<file path="src/rtl/hazard_pkg.sv">
// rtl/hazard_pkg.sv - shared types and constants for the hazard/forwarding controller
package hazard_pkg;

  typedef enum logic [1:0] {
    FWD_REG = 2'd0,
    FWD_MEM = 2'd1,
    FWD_WB  = 2'd2
  } fwd_sel_t;

  typedef enum logic [1:0] {
    IDLE   = 2'd0,
    LSTALL = 2'd1,
    BHOLD  = 2'd2
  } hz_state_t;

  // A taken branch clears IF/ID, ID/EX and EX/MEM; MEM/WB holds the branch itself.
  localparam logic [2:0] FLUSH_BRANCH = 3'b111;

endpackage

</file>
<file path="src/rtl/fwd_mux.sv">
// rtl/fwd_mux.sv - per-source forwarding compare/select and load-use detect
module fwd_mux
  import hazard_pkg::*;
#(
  parameter int N  = 24,
  parameter int RW = 4
) (
  input  logic [RW-1:0] src_reg,
  input  logic          src_use,
  input  logic [RW-1:0] mem_rd,
  input  logic          mem_reg_write,
  input  logic          mem_is_load,
  input  logic [N-1:0]  mem_result,
  input  logic [RW-1:0] wb_rd,
  input  logic          wb_reg_write,
  input  logic [N-1:0]  wb_result,
  output fwd_sel_t      sel,
  output logic [N-1:0]  data,
  output logic          load_hit
);

  logic mem_hit;
  logic wb_hit;

  always_comb begin
    mem_hit  = src_use && mem_reg_write && (mem_rd == src_reg);
    wb_hit   = src_use && wb_reg_write && (wb_rd == src_reg);
    load_hit = mem_hit && mem_is_load;
    sel      = FWD_REG;
    data     = '0;
    // A load in MEM has no data yet, so it falls through to WB (or the stall).
    if (mem_hit && !mem_is_load) begin
      sel  = FWD_MEM;
      data = mem_result;
    end else if (wb_hit) begin
      sel  = FWD_WB;
      data = wb_result;
    end
  end

endmodule

</file>
<file path="src/rtl/hazard_ctrl_n.sv">
// rtl/hazard_ctrl_n.sv - pipeline hazard, forwarding and flush controller
module hazard_ctrl_n
  import hazard_pkg::*;
#(
  parameter int N       = 24,
  parameter int REGS    = 16,
  parameter int NSRC    = 3,
  parameter int MEM_LAT = 1,
  parameter int NBUF    = 4,
  parameter int CNT_W   = 16,
  localparam int RW     = $clog2(REGS)
) (
  input  logic                      clk,
  input  logic                      rst,
  input  logic [NSRC-1:0][RW-1:0]   src_reg,
  input  logic [NSRC-1:0]           src_use,
  input  logic [RW-1:0]             mem_rd,
  input  logic                      mem_reg_write,
  input  logic                      mem_is_load,
  input  logic [N-1:0]              mem_result,
  input  logic [RW-1:0]             wb_rd,
  input  logic                      wb_reg_write,
  input  logic [N-1:0]              wb_result,
  input  logic                      branch_taken,
  output logic [NSRC-1:0][1:0]      fwd_sel,
  output logic [NSRC-1:0][N-1:0]    fwd_data,
  output logic                      stall,
  output logic                      bubble,
  output logic [NBUF-1:0]           flush,
  output logic [CNT_W-1:0]          stall_cnt,
  output logic [CNT_W-1:0]          flush_cnt
);

  localparam int LCW = (MEM_LAT > 1) ? $clog2(MEM_LAT) : 1;

  hz_state_t          state, state_next;
  logic [LCW-1:0]     cnt, cnt_next;
  logic [NSRC-1:0]    load_hit;
  logic               load_use;
  logic               flush_ev;
  fwd_sel_t           sel_raw [NSRC];
  logic [N-1:0]       data_raw [NSRC];

  for (genvar i = 0; i < NSRC; i++) begin : g_fwd
    fwd_mux #(.N(N), .RW(RW)) u_fwd_mux (
      .src_reg       (src_reg[i]),
      .src_use       (src_use[i]),
      .mem_rd        (mem_rd),
      .mem_reg_write (mem_reg_write),
      .mem_is_load   (mem_is_load),
      .mem_result    (mem_result),
      .wb_rd         (wb_rd),
      .wb_reg_write  (wb_reg_write),
      .wb_result     (wb_result),
      .sel           (sel_raw[i]),
      .data          (data_raw[i]),
      .load_hit      (load_hit[i])
    );
    assign fwd_sel[i]  = rst ? 2'd0 : 2'(sel_raw[i]);
    assign fwd_data[i] = rst ? '0 : data_raw[i];
  end

  assign load_use = |load_hit;

  always_ff @(posedge clk) begin
    if (rst) begin
      state <= IDLE;
      cnt   <= '0;
    end else begin
      state <= state_next;
      cnt   <= cnt_next;
    end
  end

  always_comb begin
    state_next = state;
    cnt_next   = cnt;
    stall      = 1'b0;
    bubble     = 1'b0;
    flush      = '0;
    flush_ev   = 1'b0;
    if (rst) begin
      flush = '1;
    end else begin
      unique case (state)
        IDLE: begin
          if (branch_taken) begin
            flush      = NBUF'(FLUSH_BRANCH);
            flush_ev   = 1'b1;
            state_next = BHOLD;
          end else if (load_use) begin
            stall  = 1'b1;
            bubble = 1'b1;
            if (MEM_LAT > 1) begin
              state_next = LSTALL;
              cnt_next   = LCW'(MEM_LAT - 1);
            end
          end
        end
        LSTALL: begin
          if (branch_taken) begin
            flush      = NBUF'(FLUSH_BRANCH);
            flush_ev   = 1'b1;
            cnt_next   = '0;
            state_next = BHOLD;
          end else begin
            stall    = 1'b1;
            bubble   = 1'b1;
            cnt_next = cnt - 1'b1;
            if (cnt == LCW'(1)) state_next = IDLE;
          end
        end
        BHOLD: state_next = IDLE;
        default: state_next = IDLE;
      endcase
    end
  end

  always_ff @(posedge clk) begin
    if (rst) begin
      stall_cnt <= '0;
      flush_cnt <= '0;
    end else begin
      if (stall && stall_cnt != '1) stall_cnt <= stall_cnt + CNT_W'(1);
      if (flush_ev && flush_cnt != '1) flush_cnt <= flush_cnt + CNT_W'(1);
    end
  end

endmodule

</file>
<file path="config.mk">
export PLATFORM = sky130hd
export DESIGN_NAME = hazard_ctrl_n
export DESIGN_NICKNAME = d
export VERILOG_FILES = /design/src/rtl/hazard_pkg.sv /design/src/rtl/fwd_mux.sv /design/src/rtl/hazard_ctrl_n.sv
export SDC_FILE = /design/constraint.sdc
export NUM_CORES = 1
export LEC_CHECK = 0
export CAP_MARGIN = 20
export CORE_MARGIN = 4
export CORE_UTILIZATION = 36
export DETAILED_ROUTE_END_ITERATION = 16
export GPL_ROUTABILITY_DRIVEN = 0
export GPL_TIMING_DRIVEN = 0
export HOLD_SLACK_MARGIN = 0.15
export PLACE_DENSITY = 0.83
export REMOVE_ABC_BUFFERS = 1
export SLEW_MARGIN = 20
export SYNTH_ARGS = -nofsm -noshare
export SYNTH_HDL_FRONTEND = slang
export SYNTH_SLANG_ARGS = --single-unit
</file>
<file path="constraint.sdc">
create_clock -name clk -period 2.9 [get_ports clk]
set_input_delay 0.435 -clock clk [delete_from_list [all_inputs] [get_ports clk]]
set_output_delay 0.435 -clock clk [all_outputs]
set_load 0.05 [all_outputs]
</file>
**Yosys cells after proc, flatten, opt, wreduce, memory -nomap -nowiden**

Cells that the tools add are included.

- Register bits after elaboration: 35
- Input bits: 77
- Word-level logic and storage cells: 77

- Equality and inequality tests: 11
- Mux-type cells: 34
- Add/sub/neg operators: 3
- Reductions and logical operators: 25

Operator list:

| cell | number |
|---|---|
| two-way mux 24 bit | 9 |
| adder 16 x 1 -> 16 bit (second input constant) | 2 |
| inequality test 16 bit (second input constant) | 2 |
| equality test 4 bit | 6 |
| two-way mux 2 bit | 12 |
| logical AND 1 bit | 20 |
| two-way mux 1 bit | 8 |
| two-way mux 3 bit | 2 |
| two-way mux 4 bit | 1 |
| case mux 2 bit (2 select lines) | 1 |
| inequality test 3 bit (second input constant) | 1 |
| OR reduction 3 bit | 1 |
| equality test 2 x 1 -> 1 bit (second input constant) | 1 |
| logical NOT 2 bit | 1 |
| inequality test 2 bit (second input constant) | 1 |
| case mux 1 bit (2 select lines) | 1 |
| AND reduction 2 bit | 1 |
| OR reduction 2 bit | 1 |
| logical NOT 1 bit | 1 |
| subtractor 1 bit (second input constant) | 1 |

**Depth between registers and ports, before layout**

Gate-level depths: netlist of the first run.

- Depth after elaboration: 9
- Mapped depth: 8
- Mapped depth without buffers: 6

**Cells and area by module**

From an unflattened synthesis of the first run, not the netlist that was laid out.

- Cells, all modules: 594
- Area total of the unflattened synthesis: 4,857.2 um2

By module, submodules not included:

| module | seq. area each (um2) | cells an instance | area an instance (um2) | instances |
|---|---|---|---|---|
| fwd_mux | 0.0 | 101 | 880.8 | 3 |
| hazard_ctrl_n | 660.6 | 291 | 2,214.6 | 1 |

**Least setup slack after synthesis of the first run**

OpenSTA, ideal clock, no wires.

- Path type: input port to output port
- Start: input wb_rd[2]
- End: output fwd_data[14] in the netlist's numbering
- Setup slack: 0.058 ns
- Cell stages on the path: 6
- Path buffers: 1
- Arrival time: 2.407 ns
- Path through: xor2_1 > nor3_1 > nand4_1 > a21oi_1 > clkbuf_1 > a22o_1

RTL lines:

| element | RTL line | RTL |
|---|---|---|
| start: declaration | hazard_ctrl_n.sv:21 | `input logic [RW-1:0] wb_rd,` |
| end: declaration | hazard_ctrl_n.sv:26 | `output logic [NSRC-1:0][N-1:0] fwd_data,` |

==> flow_summary.toml, run 1 <==
[yosys]
synth_edf_count = 0
yosysMostFrequentCell = "a22o_1"
synth.yosys.seq_area_share = 0.244
synth_area_leaders = "dfxtp_1 (24%), a22o_1 (24%), xor2_1 (6.8%)"
synth_ff_type = "dfxtp_1"
syn_area_sq_mm = 0.00271
yosysTopAreaCell = "dfxtp_1"
syn_area_per_cell_sq_um = 8.20
netlist_top_cells_count = "a22o_1 (73), dfxtp_1 (33), nor2_1 (29), xor2_1 (21), nand2_1 (17)"
synthDistinctLibCells = 44
yosys_warnings = 0
synth-seq-cells = 33
yosys.area.top_type_share = 0.244
async_reset_ff_frac = 0
postSynthCellCount = 331

[die]
die_w_um = 94.8
start_util = 0.372
dieArea_sq_mm = 0.00899
fp-row-count = 31
coreArea_sq_mm = 0.00729
dieHeight_um = 94.8
ioPinCount = 193

[layout]
final_area_sq_mm = 0.00530
regArea_sq_um = 661
stdcell_count = 657
multiInputGateArea_sq_mm = 0.00199
drive_gt1_frac = 0.297
area.growth.synth_to_final_pct = 95.2
fin_util = 0.726
layout.nets = 634
nFillCells = 572

[pwr]
p_leak_nw = 2.22
irDropWorstVdd_mv = 0.204
p_per_area_mw_per_mm2 = 233

[timing]
setup_slack_ps = 26.0
min_period_ps = 2870
skew_ps = 2.28
slew_violations = 0
setup_violations = 0
fin_crit_sh = 0.991
hold_viol = 0
fmax_mhz = 348
max_slew_margin = 0.371
worst_pin_slew_ps = 938

[routing]
drcViolationCount = 0
final_antenna_net_count = 0
drt_wl_total_um = 13100
firstDrtPassIters = 4
routedWlPerCell_um = 20.0
first_iter_violations = 190
via_count = 3773
viasPerCell = 5.74

[setup_path]
cpMaxStageDelayCell = "clkdlybuf4s50_1"
crit_path_end_kind = "primary output"
crit_chain = "clkdlybuf4s50_1 > a221o_1 > nor4_4 > nor3b_4 > buf_4 > buf_12 > a22o_1 > buf_2"
worstPathRequired_ps = 2470
worstSetupPathType = "in -> out"
worst-path-max-fanout = 7
critPathLaunchType = "input pin"
slowest_delay_ps = 470
cp.arrival_ps = 2440

[cts]
ctsHtreeMaxLevel = 2
clkLatencyLatePin_ps = 280
postCtsHoldBufs = 0
clock-root-buffer = "clkbuf_8"
clock_sinks = 33
numCtsBuffers = 5
cts_buffer_depth = 2
path_clk_slew_ps = 70
tritoncts = "built"

[place]
numPortBuffers = 192
placed_cells = 601
pre_cts_ws_ps = -1190
dpl_cell_area_sq_mm = 0.00472
hpwl_um = 8590

[grt]
grt_max_degree = 42
overflow = 0
grt_pass1_wl_um = 18800
grt_pass1_vias = 3578
grtUsageTotal = 0.268
antenna_found_initial = 1

[flow_run]
drv_cap = 0

[hold_path]
hp-class = "reg -> reg"

[outcome]
outcome = "complete, no violations"
==> layout by cell type, fill, tap and decap left out, types with 17 or more instances in the layout <==
master and instances:
clkdlybuf4s50_1 90, a22o_1 72, buf_4 54, dfxtp_1 33, nor2_1 29, buf_6 28
xor2_1 21, buf_2 19, nand2_1 17
==> final timing paths <==
check / startpoint / endpoint / slack, ps / depth (start not counted)
setup / recovery: src_reg[7] / fwd_data[46] / 30 / 8
hold / removal: stall_cnt[5] / stall_cnt[5] / 490 / 2
setup reg to reg: state[1] / stall_cnt[15] / 740 / 6
hold reg to reg: stall_cnt[5] / stall_cnt[5] / 490 / 2
==> worst max-delay path: cells and delay by family <==
| kind | cells | cell delay (ps) |
|---|---|---|
| and+or+nand+nor | 2 | 430 |
| buffers and inverters | 4 | 1070 |
| AOI/OAI and AO/OA | 2 | 510 |
==> sequential cells by signal, indices dropped and copies added, names as in the netlist <==
name,count
stall_cnt,16
flush_cnt,16
state,1
==> routing by layer <==
metal	track usage	vias up	wire length, um
li1	-	1717	-
met1	0.331	1797	5230
met2	0.447	215	6460
met3	0.0614	44	957
met4	0.106	0	493
met5	0	-	0
==> logic make-up after synthesis <==
group | share of synthesized area
fa+ha+maj | 0.00922
flops | 0.244
compound gates | 0.335
xor+xnor | 0.100
simple gates | 0.233
mux | 0.00784
buf+inv | 0.0710
==> final cells by class <==
type | instances | area share
Antenna cell | 2 | 0.000945
Clock buffer | 7 | 0.0163
Clock inverter | 1 | 0.00567
Inverter | 15 | 0.0113
Multi-Input combinational cell | 262 | 0.376
Sequential cell | 33 | 0.125
Tap cell | 99 | 0.0234
Timing Repair Buffer | 238 | 0.442
==> metrics by stage <==
stage | TNS [ps] | hold slack, ps | total power, W
final | 0 | 493 | 0.00123
after global routing | -110 | 522 | 0.00128
after CTS | 0 | 496 | 0.00123
after detailed placement | -81520 | 491 | 0.000779
after global placement | -223500 | 480 | 0.000768
after floorplan | -47690 | 504 | 0.000586
==> where the power goes <==
| group | internal (W) | total [W] | leakage [nW] | switching (W) |
|---|---|---|---|---|
| Combinational | 0.000152 | 0.000328 | 1.90 | 0.000176 |
| Clock | 0.000280 | 0.000444 | 0.0585 | 0.000164 |
| Sequential | 0.000456 | 0.000461 | 0.266 | 0.00000455 |
| Total | 0.000888 | 0.00123 | 2.22 | 0.000344 |
==> what timing repair did <==
item,in CTS,in global routing
pin swaps,10,9
setup buffers,37,1
cloned,7,1
resized for setup,470,39
endpoints found under the setup margin,80,63
Note: power is estimated with default switching activity, not from simulation.
==> inputs of run 2 (changes only) <==
Settings changed: GPL_TIMING_DRIVEN 0 to not set.
==> run 2 against run 1 <==
Against the previous run:
- the flow now finishes with violations (setup timing)
- sequential share of layout area fell by 1.5 points
- global-route usage rose by 0.84 points
- sequential power barely moved
- register-to-register slack got worse by 40 ps
- final area rose by 14%
- wire length rose by 8.3%
- combinational power rose by 15%
- via count fell by 0.50%
- first-iteration DRC count fell by 13%
- clock power rose by 3%
- setup slack got worse by 34 ps
- critical path type unchanged
==> flow_summary.toml, run 2 (same netlist as run 1, synthesis figures left out) <==
[routing]
first_iter_violations = 165
final_antenna_net_count = 0
viasPerCell = 5.98
via_count = 3754
routedWlPerCell_um = 22.7
drt_wl_total_um = 14200
firstDrtPassIters = 5
drcViolationCount = 0

[timing]
max_slew_margin = 0.561
fin_crit_sh = 1.00
setup_slack_ps = -7.70
fmax_mhz = 344
worst_pin_slew_ps = 652
skew_ps = 14.1
slew_violations = 0
rsz0062_at_grt = "true"
min_period_ps = 2910
hold_viol = 0
setup_tns_ps = -16.9
setup_violations = 5

[layout]
nFillCells = 400
area.growth.synth_to_final_pct = 122
layout.nets = 607
final_area_sq_mm = 0.00602
final_common_cell = "clkdlybuf4s50_1"
multiInputGateArea_sq_mm = 0.00202
insertedDiodeCount = 0
drive_gt1_frac = 0.270
final_cell_mix = "clkdlybuf4s50_1 (99), buf_12 (90), a22o_1 (59), dfxtp_1 (33), nor2_1 (29)"
top_regs = "flush_cnt x16, stall_cnt x16, state x1"
regArea_sq_um = 661

[die]
dieArea_sq_mm = 0.00899
start_util = 0.372
die_w_um = 94.8
coreArea_sq_mm = 0.00729
dieHeight_um = 94.8
ioPinCount = 193
fp-row-count = 31

[grt]
antenna_found_initial = 0
grt_pass1_vias = 3688
grt_pass1_wl_um = 19400
overflow = 0
grt_max_degree = 26
grtUsageTotal = 0.276

[setup_path]
worstPathRequired_ps = 2470
crit_chain = "clkdlybuf4s50_1 > xor2_1 > nor3_2 > nand4_1 > a21oi_4 > clkbuf_16 > buf_6 > a22o_4 > buf_12"
cpMaxStageDelayCell = "clkdlybuf4s50_1"
slowest_delay_ps = 500
critPathLaunchType = "input pin"
crit_path_end_kind = "primary output"
worst-path-max-fanout = 7
worstSetupPathType = "in -> out"
cp.arrival_ps = 2470

[cts]
postCtsHoldBufs = 0
numCtsBuffers = 5
ctsHtreeMaxLevel = 2
path_clk_slew_ps = 70
cts_buffer_depth = 2
clkLatencyLatePin_ps = 290
tritoncts = "built"
clock-root-buffer = "clkbuf_8"
clock_sinks = 33

[outcome]
violations = "setup timing"
outcome = "finished, violations left"

[place]
dpl_cell_area_sq_mm = 0.00568
hpwl_um = 10600
numPortBuffers = 192

[flow_run]
drv_cap = 0

[pwr]
p_leak_nw = 2.35
irDropWorstVdd_mv = 0.248
p_per_area_mw_per_mm2 = 215

[hold_path]
hp-class = "reg -> reg"
[run 2: power by group]
group,total [W],switching (W),internal (W)
clock,0.000458,0.000177,0.000280
sequential,0.000461,0.00000523,0.000456
combinational,0.000376,0.000191,0.000185
total,0.00129,0.000373,0.000921
[run 2: what timing repair did]
item,CTS,global route
pin swaps,0,4
setup buffers,0,4
gates resized for setup,3,26
endpoints found under the setup margin,5,58
gates cloned,0,1
[run 2: worst paths after layout]
kind | start | to | slack, ps | depth (start not counted)
setup / recovery | wb_rd[0] | fwd_data[8] | -8 | 9
hold / removal | stall_cnt[5] | stall_cnt[5] | 500 | 2
setup reg to reg | state[1] | stall_cnt[11] | 700 | 4
hold reg to reg | stall_cnt[5] | stall_cnt[5] | 500 | 2
[run 2: area by class of cell]
| cell class | instances | area share |
|---|---|---|
| Clock buffer | 7 | 0.0143 |
| Clock inverter | 1 | 0.00498 |
| Inverter | 15 | 0.00935 |
| Multi-Input combinational cell | 259 | 0.336 |
| Sequential cell | 33 | 0.110 |
| Tap cell | 99 | 0.0206 |
| Timing Repair Buffer | 214 | 0.505 |
[run 2: critical path, delay by kind of cell]
family                 cells  cell delay, ps
buffers and inverters      4             980
AND/OR/NAND/NOR            2             420
AO/OA/AOI/OAI              2             420
XOR/XNOR                   1             220
[run 2: per-stage QoR]
stage | cells | hold slack (ps) | utilization | setup slack [ps] | power, W
after floorplan | 307 | 504 | - | -663 | 0.000586
after global placement | 615 | 482 | 0.778 | 66.9 | 0.000814
after detailed placement | 615 | 488 | 0.778 | 9.67 | 0.000827
after CTS | 623 | 497 | 0.796 | 11.5 | 0.00128
after global routing | 628 | 538 | 0.826 | -29.2 | 0.00134
final | 628 | 499 | 0.826 | -7.70 | 0.00129
[run 2: routing by layer]
metal	routed length, um	global-route usage	vias to the layer above
met5	0	0	-
met4	514	0.113	0
met2	7560	0.495	215
met3	1070	0.0701	34
met1	5090	0.309	1851
li1	-	-	1654
